[config.mk]
export PLATFORM = sky130hd
export DESIGN_NAME = gate_sweep_ctrl_flat
export DESIGN_NICKNAME = d
export VERILOG_FILES = /design/src/rtl/gate_sweep_pkg.sv /design/src/rtl/gate_sweep_ctrl_if.sv /design/src/rtl/sweep_settle_timer.sv /design/src/rtl/gate_sweep_ctrl.sv /design/src/flat_wrapper.sv
export SDC_FILE = /design/constraint.sdc
export NUM_CORES = 1
export LEC_CHECK = 0
export CAP_MARGIN = 40
export CORE_ASPECT_RATIO = 0.5
export CORE_UTILIZATION = 52
export CTS_CLUSTER_DIAMETER = 150
export CTS_CLUSTER_SIZE = 25
export DETAILED_ROUTE_END_ITERATION = 8
export HOLD_SLACK_MARGIN = 0.1
export PLACE_DENSITY = 0.88
export SLEW_MARGIN = 20
export SYNTH_ARGS = -nofsm -noshare
export SYNTH_HDL_FRONTEND = slang
export SYNTH_SLANG_ARGS = --single-unit
export TNS_END_PERCENT = 1
[constraint.sdc]
create_clock -name clk -period 2.75 [get_ports clk]
set_input_delay 0.55 -clock clk [delete_from_list [all_inputs] [get_ports clk]]
set_output_delay 0.55 -clock clk [all_outputs]
set_load 0.005 [all_outputs]
[src/rtl/gate_sweep_pkg.sv]
// ---------------------------------------------------------------------------
// gate_sweep_pkg
// Shared definitions for the gate truth-table sweep controller:
//   sweep_state_t  - controller state encoding (2 bits)
//   NVEC           - vector count for the default 3-input gate
//   CNT_W          - settle counter width (SETTLE range 0..15)
//   EXPECT_*       - reference truth tables for common 3-input gates,
//                    bit i = expected output for input vector i
// ---------------------------------------------------------------------------
package gate_sweep_pkg;

    typedef enum logic [1:0] {
        IDLE,
        SETTLE_W,
        SAMPLE,
        DONE
    } sweep_state_t;

    localparam int unsigned N_IN_DEFAULT = 3;
    localparam int unsigned NVEC         = 2 ** N_IN_DEFAULT;
    localparam int unsigned CNT_W        = 4;

    localparam logic [NVEC-1:0] EXPECT_AND3 = 8'b1000_0000;
    localparam logic [NVEC-1:0] EXPECT_OR3  = 8'b1111_1110;
    localparam logic [NVEC-1:0] EXPECT_XOR3 = 8'b1001_0110;

endpackage

[src/rtl/gate_sweep_ctrl_if.sv]
// ---------------------------------------------------------------------------
// gate_sweep_ctrl_if
// Control/status bundle of the sweep controller.
//   start, abort                 - commands from the host (master)
//   busy, done, pass             - sweep status
//   result                       - captured truth table (NVEC bits)
//   mismatch_cnt                 - number of mismatching vectors (N_IN+1 bits)
//   fail_valid, first_fail       - lowest mismatching vector index
// Modports: master = host side, slave = controller side.
// ---------------------------------------------------------------------------
interface gate_sweep_ctrl_if #(
    parameter int unsigned N_IN = 3
) ();
    localparam int unsigned NV = 2 ** N_IN;

    logic            start;
    logic            abort;
    logic            busy;
    logic            done;
    logic            pass;
    logic [NV-1:0]   result;
    logic [N_IN:0]   mismatch_cnt;
    logic            fail_valid;
    logic [N_IN-1:0] first_fail;

    modport master (
        output start, abort,
        input  busy, done, pass, result, mismatch_cnt, fail_valid, first_fail
    );

    modport slave (
        input  start, abort,
        output busy, done, pass, result, mismatch_cnt, fail_valid, first_fail
    );
endinterface

[src/rtl/sweep_settle_timer.sv]
// ---------------------------------------------------------------------------
// sweep_settle_timer
// Loadable down-counter timing the settle interval after a vector change.
//   clk, rst  - clock, asynchronous active-high reset
//   load      - load LOAD into the counter
//   clear     - force the counter to zero (has priority over load)
//   expire    - high in the last settle cycle (counter == 1)
// The counter stops at zero; with LOAD=0 expire never asserts.
// ---------------------------------------------------------------------------
module sweep_settle_timer
    import gate_sweep_pkg::*;
#(
    parameter logic [CNT_W-1:0] LOAD = 4'd1
) (
    input  logic clk,
    input  logic rst,
    input  logic load,
    input  logic clear,
    output logic expire
);
    logic [CNT_W-1:0] cnt;

    always_ff @(posedge clk or posedge rst) begin
        if (rst) begin
            cnt <= '0;
        end else if (clear) begin
            cnt <= '0;
        end else if (load) begin
            cnt <= LOAD;
        end else if (cnt != '0) begin
            cnt <= cnt - 1'b1;
        end
    end

    assign expire = (cnt == CNT_W'(1));
endmodule

[src/rtl/gate_sweep_ctrl.sv]
// ---------------------------------------------------------------------------
// gate_sweep_ctrl
// Truth-table sequencer for a small combinational gate. Drives every input
// vector in ascending order, waits SETTLE cycles, samples the gate output and
// compares it against EXPECT.
//   clk, rst  - clock, asynchronous active-high reset
//   bus       - control/status interface (slave side)
//   dut_out   - output of the gate under test
//   dut_in    - registered input vector to the gate (MSB = first gate input)
// ---------------------------------------------------------------------------
module gate_sweep_ctrl
    import gate_sweep_pkg::*;
#(
    parameter int unsigned        N_IN   = 3,
    parameter int unsigned        SETTLE = 1,
    parameter logic [2**N_IN-1:0] EXPECT = EXPECT_AND3
) (
    input  logic             clk,
    input  logic             rst,
    gate_sweep_ctrl_if.slave bus,
    input  logic             dut_out,
    output logic [N_IN-1:0]  dut_in
);
    localparam int unsigned NV = 2 ** N_IN;
    // With no settle time the sweep goes straight from one sample to the next.
    localparam sweep_state_t RUN_ENTRY = (SETTLE == 0) ? SAMPLE : SETTLE_W;

    sweep_state_t    state;
    logic [N_IN-1:0] vec;
    logic            busy_r, done_r, pass_r, fv_r;
    logic [NV-1:0]   result_r;
    logic [N_IN:0]   mm_r;
    logic [N_IN-1:0] ff_r;

    logic            miss, last_vec, abort_now, accept;
    logic            tmr_load, tmr_clear, tmr_expire;
    logic [N_IN:0]   mm_next;

    always_comb begin
        miss      = dut_out ^ EXPECT[vec];
        mm_next   = mm_r + {{N_IN{1'b0}}, miss};
        last_vec  = (vec == '1);
        abort_now = bus.abort && ((state == SETTLE_W) || (state == SAMPLE));
        accept    = (state == IDLE) && bus.start && !bus.abort;
        tmr_load  = accept || ((state == SAMPLE) && !bus.abort && !last_vec);
        tmr_clear = abort_now;
    end

    sweep_settle_timer #(
        .LOAD (CNT_W'(SETTLE))
    ) u_timer (
        .clk    (clk),
        .rst    (rst),
        .load   (tmr_load),
        .clear  (tmr_clear),
        .expire (tmr_expire)
    );

    always_ff @(posedge clk or posedge rst) begin
        if (rst) begin
            state    <= IDLE;
            vec      <= '0;
            dut_in   <= '0;
            busy_r   <= 1'b0;
            done_r   <= 1'b0;
            pass_r   <= 1'b0;
            result_r <= '0;
            mm_r     <= '0;
            fv_r     <= 1'b0;
            ff_r     <= '0;
        end else begin
            done_r <= 1'b0;
            if (abort_now) begin
                // Partial result/mismatch fields are kept for inspection.
                state  <= IDLE;
                vec    <= '0;
                dut_in <= '0;
                busy_r <= 1'b0;
                pass_r <= 1'b0;
            end else begin
                unique case (state)
                    IDLE: begin
                        if (accept) begin
                            state    <= RUN_ENTRY;
                            vec      <= '0;
                            dut_in   <= '0;
                            busy_r   <= 1'b1;
                            pass_r   <= 1'b0;
                            result_r <= '0;
                            mm_r     <= '0;
                            fv_r     <= 1'b0;
                            ff_r     <= '0;
                        end
                    end
                    SETTLE_W: begin
                        if (tmr_expire) state <= SAMPLE;
                    end
                    SAMPLE: begin
                        result_r[vec] <= dut_out;
                        if (miss) begin
                            mm_r <= mm_next;
                            if (!fv_r) begin
                                fv_r <= 1'b1;
                                ff_r <= vec;
                            end
                        end
                        if (last_vec) begin
                            // pass uses the count including this final sample.
                            state  <= DONE;
                            busy_r <= 1'b0;
                            done_r <= 1'b1;
                            pass_r <= (mm_next == '0);
                            dut_in <= '0;
                            vec    <= '0;
                        end else begin
                            state  <= RUN_ENTRY;
                            vec    <= vec + 1'b1;
                            dut_in <= vec + 1'b1;
                        end
                    end
                    DONE: begin
                        state <= IDLE;
                    end
                    default: state <= IDLE;
                endcase
            end
        end
    end

    assign bus.busy         = busy_r;
    assign bus.done         = done_r;
    assign bus.pass         = pass_r;
    assign bus.result       = result_r;
    assign bus.mismatch_cnt = mm_r;
    assign bus.fail_valid   = fv_r;
    assign bus.first_fail   = ff_r;
endmodule

[src/flat_wrapper.sv]
// flat-port wrapper written by rule: the top's interface ports become plain ports
module gate_sweep_ctrl_flat import gate_sweep_pkg::*;
#(
    parameter int unsigned        N_IN   = 3,
    parameter int unsigned        SETTLE = 1,
    parameter logic [2**N_IN-1:0] EXPECT = EXPECT_AND3
)
  (clk, rst, dut_out, dut_in, bus_start, bus_abort, bus_busy, bus_done, bus_pass, bus_result, bus_mismatch_cnt, bus_fail_valid, bus_first_fail);
  gate_sweep_ctrl_if #(.N_IN(N_IN)) bus_i ();
  input  logic clk;
  input  logic rst;
  input  logic dut_out;
  output logic [N_IN-1:0] dut_in;
  input wire logic [$bits(bus_i.start)-1:0] bus_start;
  input wire logic [$bits(bus_i.abort)-1:0] bus_abort;
  output wire logic [$bits(bus_i.busy)-1:0] bus_busy;
  output wire logic [$bits(bus_i.done)-1:0] bus_done;
  output wire logic [$bits(bus_i.pass)-1:0] bus_pass;
  output wire logic [$bits(bus_i.result)-1:0] bus_result;
  output wire logic [$bits(bus_i.mismatch_cnt)-1:0] bus_mismatch_cnt;
  output wire logic [$bits(bus_i.fail_valid)-1:0] bus_fail_valid;
  output wire logic [$bits(bus_i.first_fail)-1:0] bus_first_fail;
  assign bus_i.start = bus_start;
  assign bus_i.abort = bus_abort;
  assign bus_busy = bus_i.busy;
  assign bus_done = bus_i.done;
  assign bus_pass = bus_i.pass;
  assign bus_result = bus_i.result;
  assign bus_mismatch_cnt = bus_i.mismatch_cnt;
  assign bus_fail_valid = bus_i.fail_valid;
  assign bus_first_fail = bus_i.first_fail;
  gate_sweep_ctrl #(.N_IN(N_IN), .SETTLE(SETTLE), .EXPECT(EXPECT)) u_core (.clk(clk), .rst(rst), .bus(bus_i), .dut_out(dut_out), .dut_in(dut_in));
endmodule
==> results of run 1 <==
-- state kept, by name (all words and copies together), names as in the netlist --
register / flops
u_core.bus.busy: 1
u_core.state: 2
u_core.bus.first_fail: 3
u_core.bus.result: 8
u_core.bus.pass: 1
u_core.dut_in: 3
u_core.bus.done: 1
u_core.u_timer.cnt: 4
u_core.bus.mismatch_cnt: 4
u_core.bus.fail_valid: 1
-- repair_timing --
action / in CTS / in global routing
pin swaps: 0 / 1
gates cloned: 0 / 0
setup buffers: 0 / 1
resized for setup: 1 / 2
setup endpoints to repair: 1 / 1
-- power by group through the flow --
stage | Sequential [mW] | Combinational [mW] | Clock, mW
global placement | 0.571 | 0.742 | 0
CTS | 0.572 | 0.791 | 0.331
floorplan | 0.571 | 0.554 | 0
global route | 0.583 | 0.888 | 0.354
finish | 0.573 | 0.798 | 0.330
detailed placement | 0.579 | 0.779 | 0
-- worst max-delay path, cell delays in order (launching register included) --
cell     delay (ns)
dfrtp_1        0.40
ha_1           0.20
ha_2           0.21
xnor2_2        0.22
inv_1          0.08
ha_1           0.21
ha_1           0.21
nor2b_1        0.17
or4_1          0.55
nor3_2         0.16
mux2_1         0.16
-- routing by layer --
metal / global-route usage [%] / vias to the layer above
met3: 5.56 / 7
met2: 38.7 / 45
li1: - / 629
met4: 8.04 / 0
met5: 0 / -
met1: 29.7 / 612
-- stage by stage --
stage                     setup slack [ns]  cell area, um^2  hold WS [ns]  power, mW
final                                0.122             1970         0.502       1.70
after detailed placement           -0.0546             1870         0.487       1.36
after CTS                           0.0411             1950         0.509       1.69
after global placement              0.0522             1870         0.477       1.31
after global routing               0.00686             1970         0.531       1.83
after floorplan                      0.313             1580         0.474       1.13
-- area by class of cell --
class | count | area, um^2 | share of cell area (%)
Tap cell | 37 | 46.3 | 2.35
Clock inverter | 1 | 30.0 | 1.53
Sequential cell | 28 | 701 | 35.6
Multi-Input combinational cell | 111 | 785 | 39.9
Timing Repair Buffer | 33 | 313 | 15.9
Inverter | 14 | 52.6 | 2.67
Clock buffer | 3 | 41.3 | 2.10
-- cell usage in the layout, fill, tap and decap left out, drive strengths merged, types with 2 or more instances in the layout --
master / n
buf: 7
a22oi: 2
nand3: 2
nand3b: 3
ha: 10
inv: 14
nor2: 12
a21oi: 14
nor2b: 3
mux2: 3
xnor2: 3
dfrtp: 28
a21o: 4
a32o: 3
a211oi: 3
a22o: 3
clkbuf: 3
nand2: 11
clkdlybuf4s50: 26
nand2b: 2
or3b: 4
o22ai: 9
nor3: 4
or3: 2
-- path summary, 6_finish.rpt --
| path | to | slack [ns] | cells past startpoint |
|---|---|---|---|
| setup / recovery | u_core.bus.pass$_DFFE_PP0P_ | 0.12 | 10 |
| hold / removal | u_core.bus.busy$_DFFE_PP0P_ | 0.50 | 1 |
| setup reg to reg | u_core.bus.pass$_DFFE_PP0P_ | 0.12 | 10 |
| hold reg to reg | u_core.bus.busy$_DFFE_PP0P_ | 0.50 | 1 |
| max in group asynchronous | u_core.u_timer.cnt[3]$_DFFE_PP0P_ | 1.86 | 3 |
| min in group asynchronous | u_core.bus.result[3]$_DFFE_PP0P_ | 0.62 | 3 |
-- kinds of logic (layout without fill, tap and decap cells) --
logic type | Yosys count | after routing | synth area share, %
muxes | 4 | 4 | 2.77
adders and majority gates | 10 | 10 | 7.91
and+or+nand+nor | 48 | 48 | 15.9
buffers and inverters | 24 | 51 | 7.11
AOI/OAI and AO/OA | 46 | 46 | 20.4
xor gates and xnor gates | 3 | 3 | 1.66
DFF | 28 | 28 | 44.3
==> results.sh, run 1 <==
export IMPL_met3_length_um=183
export IMPL_status="finished clean"
export IMPL_core_um2=2730
export IMPL_crit_fanout=4
export IMPL_ys_seq_area_share_pct=44.3
export IMPL_dp_cells=222
export IMPL_layout_cells_non_filler=227
export IMPL_rsz0062_at_grt="no"
export IMPL_synthesis_nets=178
export IMPL_finish_utilization_pct=72.0
export IMPL_ant_nets=0
export IMPL_grt_max_degree=29
export IMPL_synth_top_area_cell="dfrtp_1"
export IMPL_cp_arrival_ns=2.85
export IMPL_avgRoutedWirePerCell_um=14.9
export IMPL_worstSetupStartpoint="u_core.dut_in[0]$_DFFE_PP0P_"
export IMPL_met1Wirelength_um=1550
export IMPL_intPower_mw=1.07
export IMPL_critPathRequiredTime_ns=2.97
export IMPL_pin_count=27
export IMPL_cts_sinks=28
export IMPL_dieHeight_um=41.0
export IMPL_rr_startpoint="u_core.dut_in[0]$_DFFE_PP0P_"
export IMPL_synth_edff_count=0
export IMPL_synth_cells=163
export IMPL_combPwrFrac_pct=46.9
export IMPL_yosysMostFrequentCell="dfrtp_1"
export IMPL_layout_drive_gt1_share_pct=11.1
export IMPL_root_buffer="clkbuf_8"
export IMPL_die_w_um=80.0
export IMPL_synth_commonest_cells="dfrtp_1, a21oi_1, inv_1, nor2_1, nand2_1"
export IMPL_avgSynthCellArea_um2=9.71
export IMPL_ir_drop_uv=470
export IMPL_num_antenna_cells=0
export IMPL_synth_ff_type="dfrtp_1"
export IMPL_yosys_warnings=0
export IMPL_period_minus_slack_ns=2.63
export IMPL_cts_path_max_buffers=2
export IMPL_final_hold_violation_count=0
export IMPL_area_delta_synth_final_pct=24.3
export IMPL_synth_area_leaders="dfrtp_1, ha_1, a21oi_1"
export IMPL_power_density_nw_per_um2=864
export IMPL_netlist_area_um2=1580
export IMPL_ys_seq_elements=28
export IMPL_rows=13
export IMPL_n_fill_cell=190
export IMPL_start_kind="flop"
export IMPL_place_congestion=0.870
export IMPL_hp_class="flop to flop"
export IMPL_antenna_found_initial=0
export IMPL_p_leak_nw=0.906
export IMPL_p_sw_mw=0.631
export IMPL_fmax_mhz=381
export IMPL_postCtsHoldBufs=0
export IMPL_drc=0
export IMPL_clock_latency_ns=0.28
export IMPL_setup_viol=0
export IMPL_slew_viol_final=0
export IMPL_hpwl_um=2340
export IMPL_drt_pre_antenna_iters=4
export IMPL_highest_layer="met4"
export IMPL_power_frac_clock_pct=19.4
export IMPL_wl_met2_um=1610
export IMPL_async_flop_share_pct=100
export IMPL_synth_distinct_cells=41
export IMPL_p_sw_share_pct=37.1
export IMPL_skew_ns=0.00719
export IMPL_critPathKind="flop to flop"
export IMPL_port_buffers=26
export IMPL_p_seq_share_pct=33.7
export IMPL_vias=1293
export IMPL_tightest_slew_ns=0.498
export IMPL_grt_pass1_wl_um=5250
export IMPL_routed_wl_um=3390
export IMPL_grt_usage_pct=22.8
export IMPL_slew_headroom_pct=66.6
export IMPL_hp_start="u_core.bus.busy$_DFFE_PP0P_"
export IMPL_final_nets=206
export IMPL_cts_tree="done"
export IMPL_numCtsBuffers=3
export IMPL_htreeDepth=1
export IMPL_first_iter_violations=73
export IMPL_grt_overflow_total=0
export IMPL_period_share_pct=95.5
export IMPL_start_util_pct=57.9
export IMPL_critPathCaptureType="flop"
export IMPL_max_cap_violations=0
export IMPL_clk_pin_slew_ns=0.10
export IMPL_finalSetupTns_ns=0
export IMPL_dieArea_um2=3280
export IMPL_yosysTopAreaCellShare_pct=44.3
export IMPL_viasPerCell=5.70
export IMPL_first_global_vias=1092
(Power assumes the default switching activity.)
==> run 2, diff against run 1 <==
--- a/config.mk
+++ b/config.mk
@@ -15,2 +15,3 @@
 export PLACE_DENSITY = 0.88
+export SETUP_SLACK_MARGIN = 0.1
 export SLEW_MARGIN = 20
--- a/constraint.sdc
+++ b/constraint.sdc
@@ -3,2 +3,2 @@
 set_output_delay 0.55 -clock clk [all_outputs]
-set_load 0.005 [all_outputs]
+set_load 0.1 [all_outputs]
==> results.sh, run 2 (synthesized netlist as in run 1, its figures left out) <==
export IMPL_p_seq_share_pct=28.0
export IMPL_layout_drive_gt1_share_pct=22.9
export IMPL_p_sw_share_pct=48.7
export IMPL_port_buffers=26
export IMPL_first_iter_violations=54
export IMPL_rsz0062_at_grt="no"
export IMPL_finalSetupTns_ns=0
export IMPL_period_share_pct=91.9
export IMPL_grt_pass1_wl_um=4930
export IMPL_final_cell_mix="buf_4, dfrtp_1, a21oi_1, inv_1, nor2_1"
export IMPL_ir_drop_uv=477
export IMPL_p_sw_mw=1.00
export IMPL_critPathCaptureType="flop"
export IMPL_slew_viol_final=0
export IMPL_numCtsBuffers=3
export IMPL_first_global_vias=1117
export IMPL_design_area_um2=1910
export IMPL_hpwl_um=2280
export IMPL_n_fill_cell=196
export IMPL_skew_ns=0.00810
export IMPL_cts_path_max_buffers=2
export IMPL_dieHeight_um=41.0
export IMPL_num_antenna_cells=0
export IMPL_fmax_mhz=396
export IMPL_multiInputGateArea_um2=791
export IMPL_drc=0
export IMPL_grt_max_degree=26
export IMPL_start_util_pct=57.9
export IMPL_grt_overflow_total=0
export IMPL_viasPerCell=5.74
export IMPL_final_nets=204
export IMPL_routed_wl_um=3200
export IMPL_hp_class="flop to flop"
export IMPL_largest_reg_flops=8
export IMPL_seqCellArea_um2=709
export IMPL_avgRoutedWirePerCell_um=14.2
export IMPL_clk_pin_slew_ns=0.10
export IMPL_dpl_worst_slack_ns=0.0302
export IMPL_cts_sinks=28
export IMPL_grt_usage_pct=21.0
export IMPL_pin_count=27
export IMPL_status="finished clean"
export IMPL_ant_nets=0
export IMPL_cts_tree="done"
export IMPL_combPwrFrac_pct=56.1
export IMPL_drt_pre_antenna_iters=4
export IMPL_area_delta_synth_final_pct=20.9
export IMPL_p_leak_nw=0.930
export IMPL_place_congestion=0.944
export IMPL_place_area_um2=1810
export IMPL_crit_fanout=4
export IMPL_start_kind="flop"
export IMPL_critPathRequiredTime_ns=2.97
export IMPL_layout_setup_ws_ns=0.223
export IMPL_fin_hold_ws_ns=0.489
export IMPL_final_hold_violation_count=0
export IMPL_core_um2=2730
export IMPL_power_frac_clock_pct=15.9
export IMPL_final_common_cell="buf_4"
export IMPL_max_cap_violations=0
export IMPL_vias=1291
export IMPL_htreeDepth=1
export IMPL_rows=13
export IMPL_slew_headroom_pct=61.5
export IMPL_clock_latency_ns=0.28
export IMPL_period_minus_slack_ns=2.53
export IMPL_power_density_nw_per_um2=1080
export IMPL_intPower_mw=1.05
export IMPL_die_w_um=80.0
export IMPL_critPathKind="flop to flop"
export IMPL_setup_viol=0
export IMPL_dieArea_um2=3280
export IMPL_root_buffer="clkbuf_8"
export IMPL_tightest_slew_ns=0.576
export IMPL_cp_arrival_ns=2.75
export IMPL_antenna_found_initial=0
==> run 2: changes by cell type in the layout (fill, tap and decap cells not counted), sizes merged <==
cell	change
clkdlybuf4s50	-22
buf	+20
==> run 2: critical path: stages (launching register included) <==
cell     delay, ns
dfrtp_4       0.49
ha_1          0.21
ha_2          0.23
xnor2_4       0.19
inv_1         0.06
ha_1          0.21
ha_1          0.30
or4_1         0.51
nor3_1        0.12
mux2_1        0.15
==> run 2: final cells by class <==
class | instances | share of cell area, %
timing repair buffer | 31 | 12.7
clock buffer | 3 | 2.16
sequential | 28 | 37.1
inverter | 14 | 2.75
clock inverter | 1 | 1.57
tap | 37 | 2.42
multi-input combinational | 111 | 41.3
==> run 2: repair_timing <==
item	in CTS	in global routing
setup endpoints to repair	1	1
setup buffers	1	1
pin swaps	1	1
cloned	0	0
resized for setup	0	2
hold buffers	0	0
==> run 2: final timing paths <==
| check | start | endpoint | slack [ns] | cells past startpoint |
|---|---|---|---|---|
| hold reg to reg | u_core.bus.busy$_DFFE_PP0P_ | u_core.bus.busy$_DFFE_PP0P_ | 0.49 | 1 |
| hold / removal | u_core.bus.busy$_DFFE_PP0P_ | u_core.bus.busy$_DFFE_PP0P_ | 0.49 | 1 |
| setup reg to reg | u_core.dut_in[0]$_DFFE_PP0P_ | u_core.bus.pass$_DFFE_PP0P_ | 0.22 | 9 |
| max in group asynchronous | rst | u_core.bus.mismatch_cnt[1]$_DFFE_PP0P_ | 1.53 | 3 |
| setup / recovery | u_core.dut_in[0]$_DFFE_PP0P_ | u_core.bus.pass$_DFFE_PP0P_ | 0.22 | 9 |
| min in group asynchronous | rst | u_core.bus.result[1]$_DFFE_PP0P_ | 0.61 | 2 |
==> run 2: power groups by stage <==
stage / combinational (mW) / clock (mW) / sequential (mW)
5_1_grt: 1.23 / 0.349 / 0.585
6_report: 1.15 / 0.327 / 0.576
2_1_floorplan: 0.555 / 0 / 0.948
3_5_place_dp: 1.12 / 0 / 0.590
4_1_cts: 1.15 / 0.329 / 0.576
3_3_place_gp: 1.09 / 0 / 0.585
==> run 2: per-layer routing <==
metal	share of wire (%)	routed length, um	global-route usage (%)	vias up
li1	-	-	-	630
met1	45	1430	24.2	616
met2	48	1550	39.1	41
met3	5.7	182	5.56	4
met4	1.1	34	9.38	0
met5	0	0	0	-
==> run 2: stage by stage <==
| step | power [mW] | std cells | utilization [%] |
|---|---|---|---|
| after floorplan | 1.50 | 163 | - |
| after CTS | 2.05 | 224 | 69.2 |
| after detailed placement | 1.71 | 219 | 66.3 |
| final | 2.06 | 225 | 70.0 |
| after global placement | 1.68 | 219 | 66.3 |
| after global routing | 2.17 | 225 | 70.0 |
==> run 3, diff against run 2 <==
--- a/constraint.sdc
+++ b/constraint.sdc
@@ -3,2 +3,2 @@
 set_output_delay 0.55 -clock clk [all_outputs]
-set_load 0.1 [all_outputs]
+set_load 0.02 [all_outputs]
==> results.sh, run 3 (synthesized netlist as in run 1, its figures left out) <==
export IMPL_port_buffers=26
export IMPL_grt_usage_pct=22.8
export IMPL_drt_pre_antenna_iters=4
export IMPL_start_util_pct=57.9
export IMPL_cts_path_max_buffers=2
export IMPL_critPathCaptureType="flop"
export IMPL_setup_viol=0
export IMPL_slowest_stage="clkdlybuf4s50_1"
export IMPL_place_area_um2=1870
export IMPL_grt_max_degree=29
export IMPL_htreeDepth=1
export IMPL_hp_start="u_core.bus.fail_valid$_DFFE_PP0P_"
export IMPL_final_common_cell="dfrtp_1"
export IMPL_num_antenna_cells=0
export IMPL_n_fill_cell=177
export IMPL_crit_fanout=4
export IMPL_final_cell_mix="dfrtp_1, clkdlybuf4s50_1, a21oi_1, inv_1, nor2_1"
export IMPL_core_um2=2730
export IMPL_critPathRequiredTime_ns=2.97
export IMPL_rsz0062_at_grt="no"
export IMPL_first_iter_violations=69
export IMPL_hpwl_um=2340
export IMPL_slew_viol_final=0
export IMPL_fmax_mhz=386
export IMPL_period_minus_slack_ns=2.59
export IMPL_grt_overflow_total=0
export IMPL_routed_wl_um=3470
export IMPL_layout_cells_non_filler=227
export IMPL_layout_drive_gt1_share_pct=13.7
export IMPL_dp_cells=222
export IMPL_p_total_mw=1.78
export IMPL_period_share_pct=94.3
export IMPL_place_congestion=0.870
export IMPL_rows=13
export IMPL_p_leak_nw=0.901
export IMPL_cpPeakStageDelay_ns=0.57
export IMPL_design_area_um2=2010
export IMPL_cp_arrival_ns=2.82
export IMPL_avgRoutedWirePerCell_um=15.3
export IMPL_r2r_end="u_core.bus.pass$_DFFE_PP0P_"
export IMPL_multiInputGateArea_um2=827
export IMPL_hold_end="u_core.bus.fail_valid$_DFFE_PP0P_"
export IMPL_vias=1262
export IMPL_pin_count=27
export IMPL_seqCellArea_um2=701
export IMPL_largest_reg_flops=8
export IMPL_ant_nets=0
export IMPL_viasPerCell=5.56
export IMPL_antenna_found_initial=0
export IMPL_clk_pin_slew_ns=0.09
export IMPL_die_w_um=80.0
export IMPL_power_density_nw_per_um2=885
export IMPL_dieArea_um2=3280
export IMPL_clock_latency_ns=0.28
export IMPL_ir_drop_uv=475
export IMPL_first_global_vias=1093
export IMPL_cts_sinks=28
export IMPL_grt_pass1_wl_um=5260
export IMPL_slew_headroom_pct=62.3
export IMPL_rr_startpoint="u_core.dut_in[0]$_DFFE_PP0P_"
export IMPL_status="finished clean"
export IMPL_final_nets=206
export IMPL_cts_tree="done"
export IMPL_whs_path_depth=1
export IMPL_dieHeight_um=41.0
export IMPL_area_delta_synth_final_pct=27.0
export IMPL_critPathKind="input port to flop"
export IMPL_tightest_slew_ns=0.562
export IMPL_crit_chain="clkdlybuf4s50_1, xnor2_4, inv_1, ha_1, ha_2, nor2b_2, or4_4, nor3_4, mux2_4"
export IMPL_max_cap_violations=0
export IMPL_r2r_setup_slack_ns=0.17
export IMPL_drc=0
export IMPL_hp_class="flop to flop"
export IMPL_root_buffer="clkbuf_8"
export IMPL_numCtsBuffers=3
export IMPL_skew_ns=0.00525
export IMPL_final_hold_violation_count=0
export IMPL_reg2reg_depth=10
export IMPL_start_kind="input port"
[run 3: cell types whose count changed in the layout (fill, tap and decap cells not counted), moves of 2 or more]
cell,before,now
buf_4,27,7
clkdlybuf4s50_1,4,26
dfrtp_1,25,28
dfrtp_4,2,0
ha_1,9,7
[run 3: worst max-delay path, delay by kind of cell]
family	cells	cell delay [ns]
adders and majority gates	2	0.40
muxes	1	0.17
and+or+nand+nor	3	0.89
buffers and inverters	2	0.64
xor gates and xnor gates	1	0.16
[run 3: stage by stage]
stage	util (%)	hold slack [ns]	setup TNS (ns)	setup slack (ns)
5_1_grt	73.6	0.531	0	0.0914
3_5_place_dp	68.6	0.487	-0.0546	-0.0546
2_1_floorplan	-	0.535	0	0.224
3_3_place_gp	68.6	0.477	0	0.0522
6_report	73.6	0.504	0	0.157
4_1_cts	71.7	0.509	0	0.107
[run 3: routing by layer]
metal  global-route usage, %  part of all wire (%)  up-vias
met5                       0                     0        -
met4                    7.14                   1.3        0
met3                    5.33                   4.5        7
met2                    39.1                    47       37
met1                    29.9                    47      590
li1                        -                     -      628
[run 3: cell type report]
| cell class | count | share of cell area, % |
|---|---|---|
| timing repair buffer | 33 | 15.6 |
| clock buffer | 3 | 2.05 |
| clock inverter | 1 | 1.49 |
| multi-input combinational | 111 | 41.1 |
| sequential | 28 | 34.8 |
| inverter | 14 | 2.61 |
| tap | 37 | 2.30 |
[run 3: where the power goes]
part	internal (mW)	switching, mW
registers	0.502	0.0722
clock network	0.195	0.132
logic	0.387	0.491
total	1.08	0.695
[run 3: worst max path at each step]
| stage | start | end | slack (ns) |
|---|---|---|---|
| floorplan | u_core.dut_in[0]$_DFFE_PP0P_ | u_core.bus.pass$_DFFE_PP0P_ | 0.22 |
| finish | dut_out | u_core.bus.pass$_DFFE_PP0P_ | 0.16 |
| CTS | u_core.dut_in[0]$_DFFE_PP0P_ | u_core.bus.pass$_DFFE_PP0P_ | 0.11 |
| detailed placement | dut_out | u_core.bus.pass$_DFFE_PP0P_ | -0.05 |
| global route | u_core.dut_in[0]$_DFFE_PP0P_ | u_core.bus.pass$_DFFE_PP0P_ | 0.09 |
| global placement | dut_out | u_core.bus.pass$_DFFE_PP0P_ | 0.05 |
[run 3: repair_timing]
item,CTS,global route
buffers inserted,0,1
pin swaps,1,2
setup endpoints to repair,1,1
resized for setup,2,9
hold buffers,0,0
